## src/rtl/pid_sample_sequencer_if.sv

```systemverilog
// ADC conversion handshake between the PID sample sequencer and the SPI master.
interface pid_sample_sequencer_if #(
    parameter int unsigned ADC_WIDTH = 8
);
    logic                 adc_start;
    logic                 adc_busy;
    logic                 adc_done;
    logic [ADC_WIDTH-1:0] adc_data;

    modport master (
        output adc_start,
        input  adc_busy,
        input  adc_done,
        input  adc_data
    );

    modport slave (
        input  adc_start,
        output adc_busy,
        output adc_done,
        output adc_data
    );
endinterface

```

## src/rtl/pid_sample_sequencer.sv

```systemverilog
// Runs one PID update per sample period: ADC request, sample latch, then
// one-cycle enables for the shift, integrate and sum stages in order.
module pid_sample_sequencer #(
    parameter int unsigned ADC_WIDTH   = 8,
    parameter int unsigned SAMPLE_DIV  = 1000,
    parameter int unsigned ADC_TIMEOUT = 64,
    parameter int unsigned TICK_WIDTH  = 16
) (
    input  logic                      clk,
    input  logic                      n_rst,
    input  logic                      enable,
    input  logic                      err_clr,
    pid_sample_sequencer_if.master    adc,
    output logic [ADC_WIDTH-1:0]      cur_vd,
    output logic                      sr_enable,
    output logic                      int_enable,
    output logic                      sum_enable,
    output logic                      update_valid,
    output logic                      timeout_err,
    output logic [7:0]                overrun_cnt
);

    localparam int unsigned TO_WIDTH = $clog2(ADC_TIMEOUT);
    localparam logic [TICK_WIDTH-1:0] TICK_LAST = TICK_WIDTH'(SAMPLE_DIV - 1);
    localparam logic [TO_WIDTH-1:0]   TO_LAST   = TO_WIDTH'(ADC_TIMEOUT - 1);

    typedef enum logic [2:0] {
        S_IDLE,
        S_START,
        S_WAIT_ADC,
        S_LATCH,
        S_SHIFT,
        S_INTEG,
        S_SUM,
        S_DONE
    } state_t;

    state_t                state;
    logic [TICK_WIDTH-1:0] tick_cnt;
    logic [TO_WIDTH-1:0]   to_cnt;
    logic                  tick_c;
    logic                  overrun_c;
    logic                  timeout_c;

    assign tick_c    = enable && (tick_cnt == TICK_LAST);
    // A tick is lost when a sequence is still running or the SPI master is busy.
    assign overrun_c = tick_c && ((state != S_IDLE) || adc.adc_busy);
    assign timeout_c = (state == S_WAIT_ADC) && !adc.adc_done && (to_cnt == TO_LAST);

    // Sample-period counter; parked at zero while disabled.
    always_ff @(posedge clk or negedge n_rst) begin
        if (!n_rst) begin
            tick_cnt <= '0;
        end else if (!enable || (tick_cnt == TICK_LAST)) begin
            tick_cnt <= '0;
        end else begin
            tick_cnt <= tick_cnt + TICK_WIDTH'(1);
        end
    end

    // Sequencer FSM; every pulse is registered on entry to the state it belongs to.
    always_ff @(posedge clk or negedge n_rst) begin
        if (!n_rst) begin
            state         <= S_IDLE;
            to_cnt        <= '0;
            cur_vd        <= '0;
            adc.adc_start <= 1'b0;
            sr_enable     <= 1'b0;
            int_enable    <= 1'b0;
            sum_enable    <= 1'b0;
            update_valid  <= 1'b0;
            timeout_err   <= 1'b0;
            overrun_cnt   <= 8'd0;
        end else begin
            adc.adc_start <= 1'b0;
            sr_enable     <= 1'b0;
            int_enable    <= 1'b0;
            sum_enable    <= 1'b0;
            update_valid  <= 1'b0;

            if (overrun_c && (overrun_cnt != 8'hFF)) begin
                overrun_cnt <= overrun_cnt + 8'd1;
            end

            // A fresh timeout beats a simultaneous clear.
            if (timeout_c) begin
                timeout_err <= 1'b1;
            end else if (err_clr) begin
                timeout_err <= 1'b0;
            end

            case (state)
                S_IDLE: begin
                    if (tick_c && !adc.adc_busy) begin
                        state         <= S_START;
                        adc.adc_start <= 1'b1;
                    end
                end
                S_START: begin
                    to_cnt <= '0;
                    state  <= S_WAIT_ADC;
                end
                S_WAIT_ADC: begin
                    if (adc.adc_done) begin
                        cur_vd <= adc.adc_data;
                        state  <= S_LATCH;
                    end else if (to_cnt == TO_LAST) begin
                        state <= S_IDLE;
                    end else begin
                        to_cnt <= to_cnt + TO_WIDTH'(1);
                    end
                end
                S_LATCH: begin
                    sr_enable <= 1'b1;
                    state     <= S_SHIFT;
                end
                S_SHIFT: begin
                    int_enable <= 1'b1;
                    state      <= S_INTEG;
                end
                S_INTEG: begin
                    sum_enable <= 1'b1;
                    state      <= S_SUM;
                end
                S_SUM: begin
                    update_valid <= 1'b1;
                    state        <= S_DONE;
                end
                S_DONE: begin
                    state <= S_IDLE;
                end
                default: begin
                    state <= S_IDLE;
                end
            endcase
        end
    end

endmodule

```

## src/flat_wrapper.sv

```systemverilog
// flat-port wrapper written by rule: the top's interface ports become plain ports
module pid_sample_sequencer_flat 
#(
    parameter int unsigned ADC_WIDTH   = 8,
    parameter int unsigned SAMPLE_DIV  = 1000,
    parameter int unsigned ADC_TIMEOUT = 64,
    parameter int unsigned TICK_WIDTH  = 16
)
  (clk, n_rst, enable, err_clr, cur_vd, sr_enable, int_enable, sum_enable, update_valid, timeout_err, overrun_cnt, adc_adc_start, adc_adc_busy, adc_adc_done, adc_adc_data);
  pid_sample_sequencer_if #(.ADC_WIDTH(ADC_WIDTH)) adc_i ();
  input  logic clk;
  input  logic n_rst;
  input  logic enable;
  input  logic err_clr;
  output logic [ADC_WIDTH-1:0] cur_vd;
  output logic sr_enable;
  output logic int_enable;
  output logic sum_enable;
  output logic update_valid;
  output logic timeout_err;
  output logic [7:0] overrun_cnt;
  output wire logic [$bits(adc_i.adc_start)-1:0] adc_adc_start;
  input wire logic [$bits(adc_i.adc_busy)-1:0] adc_adc_busy;
  input wire logic [$bits(adc_i.adc_done)-1:0] adc_adc_done;
  input wire logic [$bits(adc_i.adc_data)-1:0] adc_adc_data;
  assign adc_adc_start = adc_i.adc_start;
  assign adc_i.adc_busy = adc_adc_busy;
  assign adc_i.adc_done = adc_adc_done;
  assign adc_i.adc_data = adc_adc_data;
  pid_sample_sequencer #(.ADC_WIDTH(ADC_WIDTH), .SAMPLE_DIV(SAMPLE_DIV), .ADC_TIMEOUT(ADC_TIMEOUT), .TICK_WIDTH(TICK_WIDTH)) u_core (.clk(clk), .n_rst(n_rst), .enable(enable), .err_clr(err_clr), .adc(adc_i), .cur_vd(cur_vd), .sr_enable(sr_enable), .int_enable(int_enable), .sum_enable(sum_enable), .update_valid(update_valid), .timeout_err(timeout_err), .overrun_cnt(overrun_cnt));
endmodule
```

## config.mk

```make
export PLATFORM = sky130hd
export DESIGN_NAME = pid_sample_sequencer_flat
export DESIGN_NICKNAME = d
export VERILOG_FILES = /design/src/rtl/pid_sample_sequencer_if.sv /design/src/rtl/pid_sample_sequencer.sv /design/src/flat_wrapper.sv
export SDC_FILE = /design/constraint.sdc
export NUM_CORES = 1
export LEC_CHECK = 0
export CORE_UTILIZATION = 43
export DETAILED_ROUTE_END_ITERATION = 12
export PLACE_DENSITY = 0.66
export SYNTH_ARGS = -nofsm -noshare
export SYNTH_HDL_FRONTEND = slang
export SYNTH_SLANG_ARGS = --single-unit
```

## constraint.sdc

```tcl
create_clock -name clk -period 3.1 [get_ports clk]
set_input_delay 0.62 -clock clk [delete_from_list [all_inputs] [get_ports clk]]
set_output_delay 0.62 -clock clk [all_outputs]
set_load 0.02 [all_outputs]
```

Word-level counts from Yosys, hierarchy flattened
Index checks and enable logic that the tools add are counted.
{"block": "totals", "regBits": 47, "inputBits": 14, "output_inout_bits": 22, "word_cells": 62}
{"block": "classes", "addsub": 3, "n_eq_ne": 14, "mux": 16, "reduce_logical": 18}
{"operator": "$pmux W3 S8", "n": 1}
{"operator": "$add A16 B1 Y16 const B", "n": 1}
{"operator": "$eq A16 B10 Y1 const B", "n": 1}
{"operator": "$mux W16", "n": 1}
{"operator": "$eq A3 B3 Y1 const B", "n": 4}
{"operator": "$mux W6", "n": 2}
{"operator": "$pmux W6 S2", "n": 1}
{"operator": "$mux W3", "n": 3}
{"operator": "$add A8 B1 Y8 const B", "n": 1}
{"operator": "$mux W1", "n": 8}
{"operator": "$ne A8 B8 Y1 const B", "n": 1}
{"operator": "$add A6 B1 Y6 const B", "n": 1}
{"operator": "$eq A3 B2 Y1 const B", "n": 2}
{"operator": "$eq A6 B6 Y1 const B", "n": 1}
{"operator": "$logic_and A1 B1 Y1", "n": 6}
{"operator": "$ne A2 B2 Y1 const B", "n": 2}
{"operator": "$reduce_and A2 Y1", "n": 2}
{"operator": "$reduce_bool A2 Y1", "n": 2}
{"operator": "$eq A3 B1 Y1 const B", "n": 1}
{"operator": "$logic_not A1 Y1", "n": 3}
{"operator": "$logic_not A3 Y1", "n": 1}
{"operator": "$ne A3 B3 Y1 const B", "n": 1}
{"operator": "$reduce_and A3 Y1", "n": 1}
{"operator": "$reduce_bool A3 Y1", "n": 1}
{"operator": "other kinds (2)", "n": 3}

Logic depth before layout (Yosys ltp)
Gate-level depths: netlist of the first run.
{"block": "logic_depth", "depth_word": 5, "ltp_mapped": 7, "ltp_nobuf": 5}

Least setup slack after synthesis of the first run
OpenSTA, ideal clock, no wires.
{"block": "synth_timing", "path_kind": "register to register", "startpoint": "register u_core.tick_cnt[13]", "endpoint": "register u_core.overrun_cnt[1]", "setup_time_ns": 0.125, "t_arrival_ns": 2.054, "required_time_ns": 2.975, "path_slack_ns": 0.921, "path_stages_with_launch": 6, "n_path_buf": 1, "synth_period_minus_slack_ns": 2.179, "cell_sequence": "dfrtp_1 -> or4_4 -> or4_4 -> buf_6 -> nor2_2 -> mux2_2"}
{"block": "synth_between", "elab_chain_len": 4}
{"element": "start: declaration", "line_no": "pid_sample_sequencer.sv:39", "rtl": "logic [TICK_WIDTH-1:0] tick_cnt;"}
{"element": "start signal: assignment", "line_no": "pid_sample_sequencer.sv:57", "rtl": "tick_cnt <= tick_cnt + TICK_WIDTH'(1);"}
{"element": "$eq A16 B10 Y1", "line_no": "pid_sample_sequencer.sv:45", "rtl": "assign tick_c = enable && (tick_cnt == TICK_LAST);"}
{"element": "$logic_and A1 B1 Y1", "line_no": "pid_sample_sequencer.sv:45"}
{"element": "$logic_and A1 B1 Y1", "line_no": "pid_sample_sequencer.sv:47", "rtl": "assign overrun_c = tick_c && ((state != S_IDLE) || adc.adc_busy);"}
{"element": "$logic_and A1 B1 Y1", "line_no": "pid_sample_sequencer.sv:81", "rtl": "if (overrun_c && (overrun_cnt != 8'hFF)) begin"}
{"element": "end signal: assignment", "line_no": "pid_sample_sequencer.sv:82", "rtl": "overrun_cnt <= overrun_cnt + 8'd1;"}
{"element": "end: declaration", "line_no": "pid_sample_sequencer.sv:20", "rtl": "output logic [7:0] overrun_cnt"}
Every way passes these cells.
A chain may end at the register's enable or synchronous reset.

Worst setup path in the final report of the first run
{"block": "layout_timing", "startpoint": "register u_core.tick_cnt[13]", "endpoint": "register u_core.tick_cnt[7]"}
{"block": "layout_between", "elab_chain_len": 3}
{"element": "$eq A16 B10 Y1", "line_no": "pid_sample_sequencer.sv:54", "rtl": "end else if (!enable || (tick_cnt == TICK_LAST)) begin"}
{"element": "$logic_or A1 B1 Y1", "line_no": "pid_sample_sequencer.sv:54"}
{"element": "$mux W16", "line_no": "pid_sample_sequencer.sv:54"}
Every way passes these cells.

==> results.cfg, run 1 <==
[logic_synthesis]
synth_area_leaders = dfrtp_1 53%, xor2_1 5.9%, mux2_2 4.6%
synth_top_area_share_pct = 53.1
ys_seq_area_share_pct = 53.1
synth.net_count = 218
synth_top_family_by_area = simple AND/OR/NAND/NOR gates
synthFlopType = dfrtp_1
avgSynthCellArea_sq_um = 11.0
synth-seq-cells = 47
synth_compound_area_share_pct = 6.10
synthCells = 201
yosys.area.top_type = dfrtp_1
async_flop_share_pct = 100
synthDistinctLibCells = 39
synth_edf_count = 0
synth-xor-area-share_pct = 7.51
synth_simple_gate_area_share_pct = 23.2
yosysWarnings = 0
synth_mux_area_share_pct = 5.03
synth_fa_ha_area_share_pct = 1.69
syn-cell-area_sq_um = 2210

[detailed_routing]
drt-initial-drc-count = 53
dr_total_vias = 1624
drc = 0
ant_nets = 0
wl_per_cell_microns = 13.4
viasPerCell = 5.34
drt-pass1-iter-count = 4
wl_mm = 4.06

[grt]
grt_max_degree = 48
grt_pass1_vias = 1490
antenna_found_initial = 0
grt_pass1_wl_mm = 6.90
gr-total-overflow = 0
grtUsageTotal_pct = 16.7

[flow_run]
maxCapViolations = 0

[clock_tree]
hold_buffers = 0
ctsLongestPathBuffers = 2
cts_root_buf = clkbuf_8
htreeDepth = 2
numCtsBuffers = 5
clock-sinks = 47
cts_resized = 0
postCtsSetupBuffers = 0
clkLatencyLatePin_ns = 0.30
cts.clk_slew.worst_paths_ns = 0.09
cts_tree = yes

[floorplan]
die_w_microns = 73.8
rows = 25
dieArea_sq_um = 5440
core_sq_um = 4850
die_h_microns = 73.8
start_util_pct = 45.7
ioPinCount = 36

[layout]
drive_gt1_share_pct = 11.4
nets = 253
antenna_cells = 0
layout.cells.non_filler = 304
area.growth.synth_to_final_pct = 23.1
design_area_sq_um = 2730
final_util_pct = 56.2

[worst_setup_path]
r2r_end = u_core.tick_cnt[7]
critPathArrivalTime_ns = 2.44
reg2reg_depth = 4
r2r_start = u_core.tick_cnt[13]
cp.required_ns = 3.27
worstPathMaxFanout = 15
regToRegSetupSlack_ns = 0.82
end_kind = flop
crit_path_start_kind = flop
path_class = flop to flop

[place]
dp_hpwl_mm = 2.78
place.gp.congestion = 0.866
placedCellCount = 296
port_buffers = 35
placed_area_sq_um = 2610
dp_slack_ns = 0.600

[sta]
setup_slack_ns = 0.824
drv_slew = 0
min_period_ns = 2.28
clock_skew_ns = 0.00560
fmax_mhz = 439
hold_slack_ns = 0.487
relSlewSlack_pct = 32.0
max_slew.worst_pin.slew_ns = 1.02
tns_ns = 0
hold_violations = 0
min_period_over_period_pct = 73.4
rsz0062_at_grt = no
report.final.setup_viol = 0

[power_and_ir_drop]
clockPowerShare_pct = 25.5
swShare_pct = 31.3
intPower_mw = 1.25
powerDensity_nw_per_um2 = 669
finalPower_mw = 1.82
p_seq_share_pct = 46.4
switchingPower_mw = 0.570
p_comb_share_pct = 28.1
ir_worst_vdd_uv = 266
total_leakage_power_nw = 1.15

[status]
status = finished, final reports clean

[worst_hold_path]
hp-class = primary input to async pin
==> cells in the mapped netlist (2+ instances only) <==
cell type and count:
dfrtp_1 47, nand3_1 17, nor2_1 15, xor2_1 15, inv_1 10, mux2_2 9, nand2_1 8, nor3_1 8
nand4_1 7, or4_1 7, a21oi_1 6, o21ai_0 5, and4_1 4, clkbuf_1 4, o211ai_1 4, xnor2_1 4
ha_1 3, nand2b_1 3, buf_2 2, nor4_4 2, o31ai_1 2, or4_4 2
==> worst max path at each step <==
| stage | from | endpoint | slack (ns) | depth (start not counted) |
|---|---|---|---|---|
| 6_report | u_core.tick_cnt[13] | u_core.tick_cnt[7] | 0.82 | 4 |
| 5_1_grt | u_core.tick_cnt[13] | u_core.tick_cnt[6] | 0.69 | 4 |
| 4_1_cts | u_core.tick_cnt[13] | u_core.tick_cnt[4] | 0.81 | 4 |
| 3_5_place_dp | adc_adc_done | u_core.to_cnt[5] | 0.60 | 4 |
| 3_3_place_gp | adc_adc_done | u_core.to_cnt[5] | 0.65 | 4 |
| 2_1_floorplan | u_core.tick_cnt[13] | u_core.overrun_cnt[1] | 0.92 | 5 |
==> power groups by stage <==
stage          combinational [mW]  clock, mW  sequential [mW]
4_1_cts                     0.519      0.481            0.844
3_3_place_gp                0.513          0            0.854
5_1_grt                     0.557      0.500            0.862
2_1_floorplan               0.239          0            0.908
3_5_place_dp                0.516          0            0.858
6_report                    0.513      0.465            0.846
==> cell type report <==
class	instances	area, sq um
inverter	10	37.5
multi-input combinational	137	965
tap	67	83.8
clock inverter	2	35.0
sequential	47	1180
clock buffer	6	82.6
fill	441	2120
timing repair buffer	35	345
==> sequential cells by signal, summed over array words and instances, names as in the netlist <==
register,flops
u_core.cur_vd,8
u_core.tick_cnt,16
u_core.state,3
u_core.sum_enable,1
u_core.adc.adc_start,1
u_core.overrun_cnt,8
u_core.int_enable,1
u_core.update_valid,1
u_core.sr_enable,1
u_core.to_cnt,6
u_core.timeout_err,1
==> layer usage <==
metal	routed length (microns)	global-route usage [%]	vias to the layer above
met3	187	4.12	7
met1	1920	22.4	783
li1	-	-	796
met2	1870	25.6	38
met5	0	0	-
met4	87	7.05	0
==> cells in the final DEF (no fill, tap or decap), types with 2 or more instances in the layout <==
cell type / instances
o211ai_1: 4
clkbuf_8: 6
nor4_4: 2
o31ai_1: 2
xor2_1: 15
nand2_1: 8
inv_1: 10
nand2b_1: 3
dfrtp_1: 47
nor2_1: 15
clkdlybuf4s50_1: 34
mux2_2: 9
nand4_1: 7
nor3_1: 8
xnor2_1: 4
o21ai_0: 5
ha_1: 3
a21oi_1: 6
or4_4: 2
nand3_1: 17
or4_1: 7
and4_1: 4
==> cells by family after synthesis <==
group,after synthesis
DFF,47
muxes,10
adders and majority gates,3
AOI/OAI and AO/OA,21
and+or+nand+nor,84
buffers and inverters,17
xor gates and xnor gates,19
==> critical path, stage by stage (launching register included) <==
cell and delay [ns]:
dfrtp_1 0.42, or4_4 0.54, or4_4 0.62, nand2_1 0.45
nor2_1 0.10
Power figures use the tool's default switching activity.
==> inputs of run 2 (changes only) <==
- clock period: 3.1 -> 2.3 ns (I/O delays scaled with it)
==> run 2 against run 1 <==
Against the previous run: core utilization grew 1.2 points; non-clock buffer count grew 11; count of clock-buffer cells in the layout grew 1; register-to-register slack lost 0.76 ns; largest cell class unchanged.
==> results.cfg, run 2 (same netlist as run 1, synthesis figures left out) <==
[place]
place.gp.congestion = 0.823
dp_hpwl_mm = 2.98
port_buffers = 35

[power_and_ir_drop]
ir_worst_vdd_uv = 427
powerDensity_nw_per_um2 = 842
total_leakage_power_nw = 1.19
finalPower_mw = 2.34

[detailed_routing]
drt-initial-drc-count = 50
wl_mm = 4.22
dr_total_vias = 1643
wl_per_cell_microns = 13.4
drt-pass1-iter-count = 4
drc = 0
viasPerCell = 5.22
ant_nets = 0

[worst_setup_path]
crit_chain = or4_4, or4_4, nor2_2, mux2_2
worstPathMaxFanout = 9
cp.required_ns = 2.50
reg2reg_depth = 4
cpLargestDelayFamily = simple AND/OR/NAND/NOR gates
crit_cells = 4
critical_path.most_common_cell = or4_4
critPathArrivalTime_ns = 2.43
cpMaxStageDelayCell = or4_4
end_kind = flop
crit_path_start_kind = flop
path_class = flop to flop
max_stage_delay_ns = 0.62
cp_num_buf_inv = 0

[clock_tree]
cts_resized = 0
numCtsBuffers = 5
clkLatencyLatePin_ns = 0.30
cts_root_buf = clkbuf_8
ctsLongestPathBuffers = 2
postCtsSetupBuffers = 0
cts.clk_slew.worst_paths_ns = 0.09
cts_tree = yes
clock-sinks = 47
htreeDepth = 2
hold_buffers = 0

[layout]
final_cell_mix = 47 x dfrtp_1, 34 x clkdlybuf4s50_1, 17 x nand3_1
drive_gt1_share_pct = 14.5
n_fill_cell = 428
multi_input_area_sq_um = 965
antenna_cells = 0
top_regs = u_core.tick_cnt x16, u_core.cur_vd x8, u_core.overrun_cnt x8
final_common_cell = dfrtp_1
nets = 264
area.growth.synth_to_final_pct = 25.7
largest_register_ffs = 16
regArea_sq_um = 1180
largest_register = u_core.tick_cnt

[sta]
report.final.setup_viol = 0
relSlewSlack_pct = 56.4
drv_slew = 0
clock_skew_ns = 0.00903
hold_violations = 0
min_period_ns = 2.23
rsz0062_at_grt = no
hold_slack_ns = 0.173
fmax_mhz = 448
tns_ns = 0
min_period_over_period_pct = 97.1
max_slew.worst_pin.slew_ns = 0.653

[floorplan]
ioPinCount = 36
die_w_microns = 73.8
rows = 25
core_sq_um = 4850
dieArea_sq_um = 5440
start_util_pct = 45.7
die_h_microns = 73.8

[status]
status = finished, final reports clean

[flow_run]
maxCapViolations = 0

[grt]
grt_pass1_vias = 1588
grt_pass1_wl_mm = 7.18
antenna_found_initial = 0
grt_max_degree = 30
grtUsageTotal_pct = 17.7
gr-total-overflow = 0

[worst_hold_path]
hp-class = primary input to async pin
-- run 2: cell types whose count changed in the layout (fill, tap and decap cells not counted), sizes merged --
cell / before / now
buf: 1 / 12
bufinv: 1 / 0
clkbuf: 6 / 7
-- run 2: final timing paths --
check | slack, ns | to | startpoint
max | 0.07 | u_core.overrun_cnt[1] | u_core.tick_cnt[13]
min | 0.17 | u_core.overrun_cnt[4] | n_rst
min reg2reg | 0.49 | u_core.tick_cnt[0] | u_core.tick_cnt[0]
min in group clk | 0.49 | u_core.tick_cnt[0] | u_core.tick_cnt[0]
max in group asynchronous | 1.52 | u_core.state[2] | n_rst
max reg2reg | 0.07 | u_core.overrun_cnt[1] | u_core.tick_cnt[13]
-- run 2: area by class of cell --
cell class / instances / share of cell area [%]
Timing Repair Buffer: 46 / 15.8
Clock buffer: 7 / 2.74
Multi-Input combinational cell: 137 / 34.7
Sequential cell: 47 / 42.2
Tap cell: 67 / 3.01
Inverter: 10 / 1.35
Clock inverter: 1 / 0.180
-- run 2: stage by stage --
step,util [%],worst slack [ns],cell area (sq um),std cells
after floorplan,-,0.121,2210,201
after global placement,55.7,0.109,2700,307
after detailed placement,55.7,0.0601,2700,307
after CTS,57.4,0.0643,2780,315
after global routing,57.4,0.000571,2780,315
final,57.4,0.0674,2780,315
-- run 2: metal layers --
metal | up-vias | GRT usage, % | routed length (microns)
met5 | - | 0 | 0
met1 | 796 | 23.1 | 2070
li1 | 812 | - | -
met2 | 29 | 27.9 | 1920
met3 | 6 | 4.66 | 161
met4 | 0 | 7.69 | 76
-- run 2: power by group --
group	total [mW]	switching, mW	internal [mW]
sequential	1.12	0.129	0.993
clock	0.482	0.268	0.214
combinational	0.740	0.367	0.373
total	2.34	0.764	1.58
-- run 2: worst reg2reg max path, cell delays in order, from the launching register on --
cell	delay, ns
dfrtp_1	0.43
or4_4	0.56
or4_4	0.62
nor2_2	0.19
mux2_2	0.34
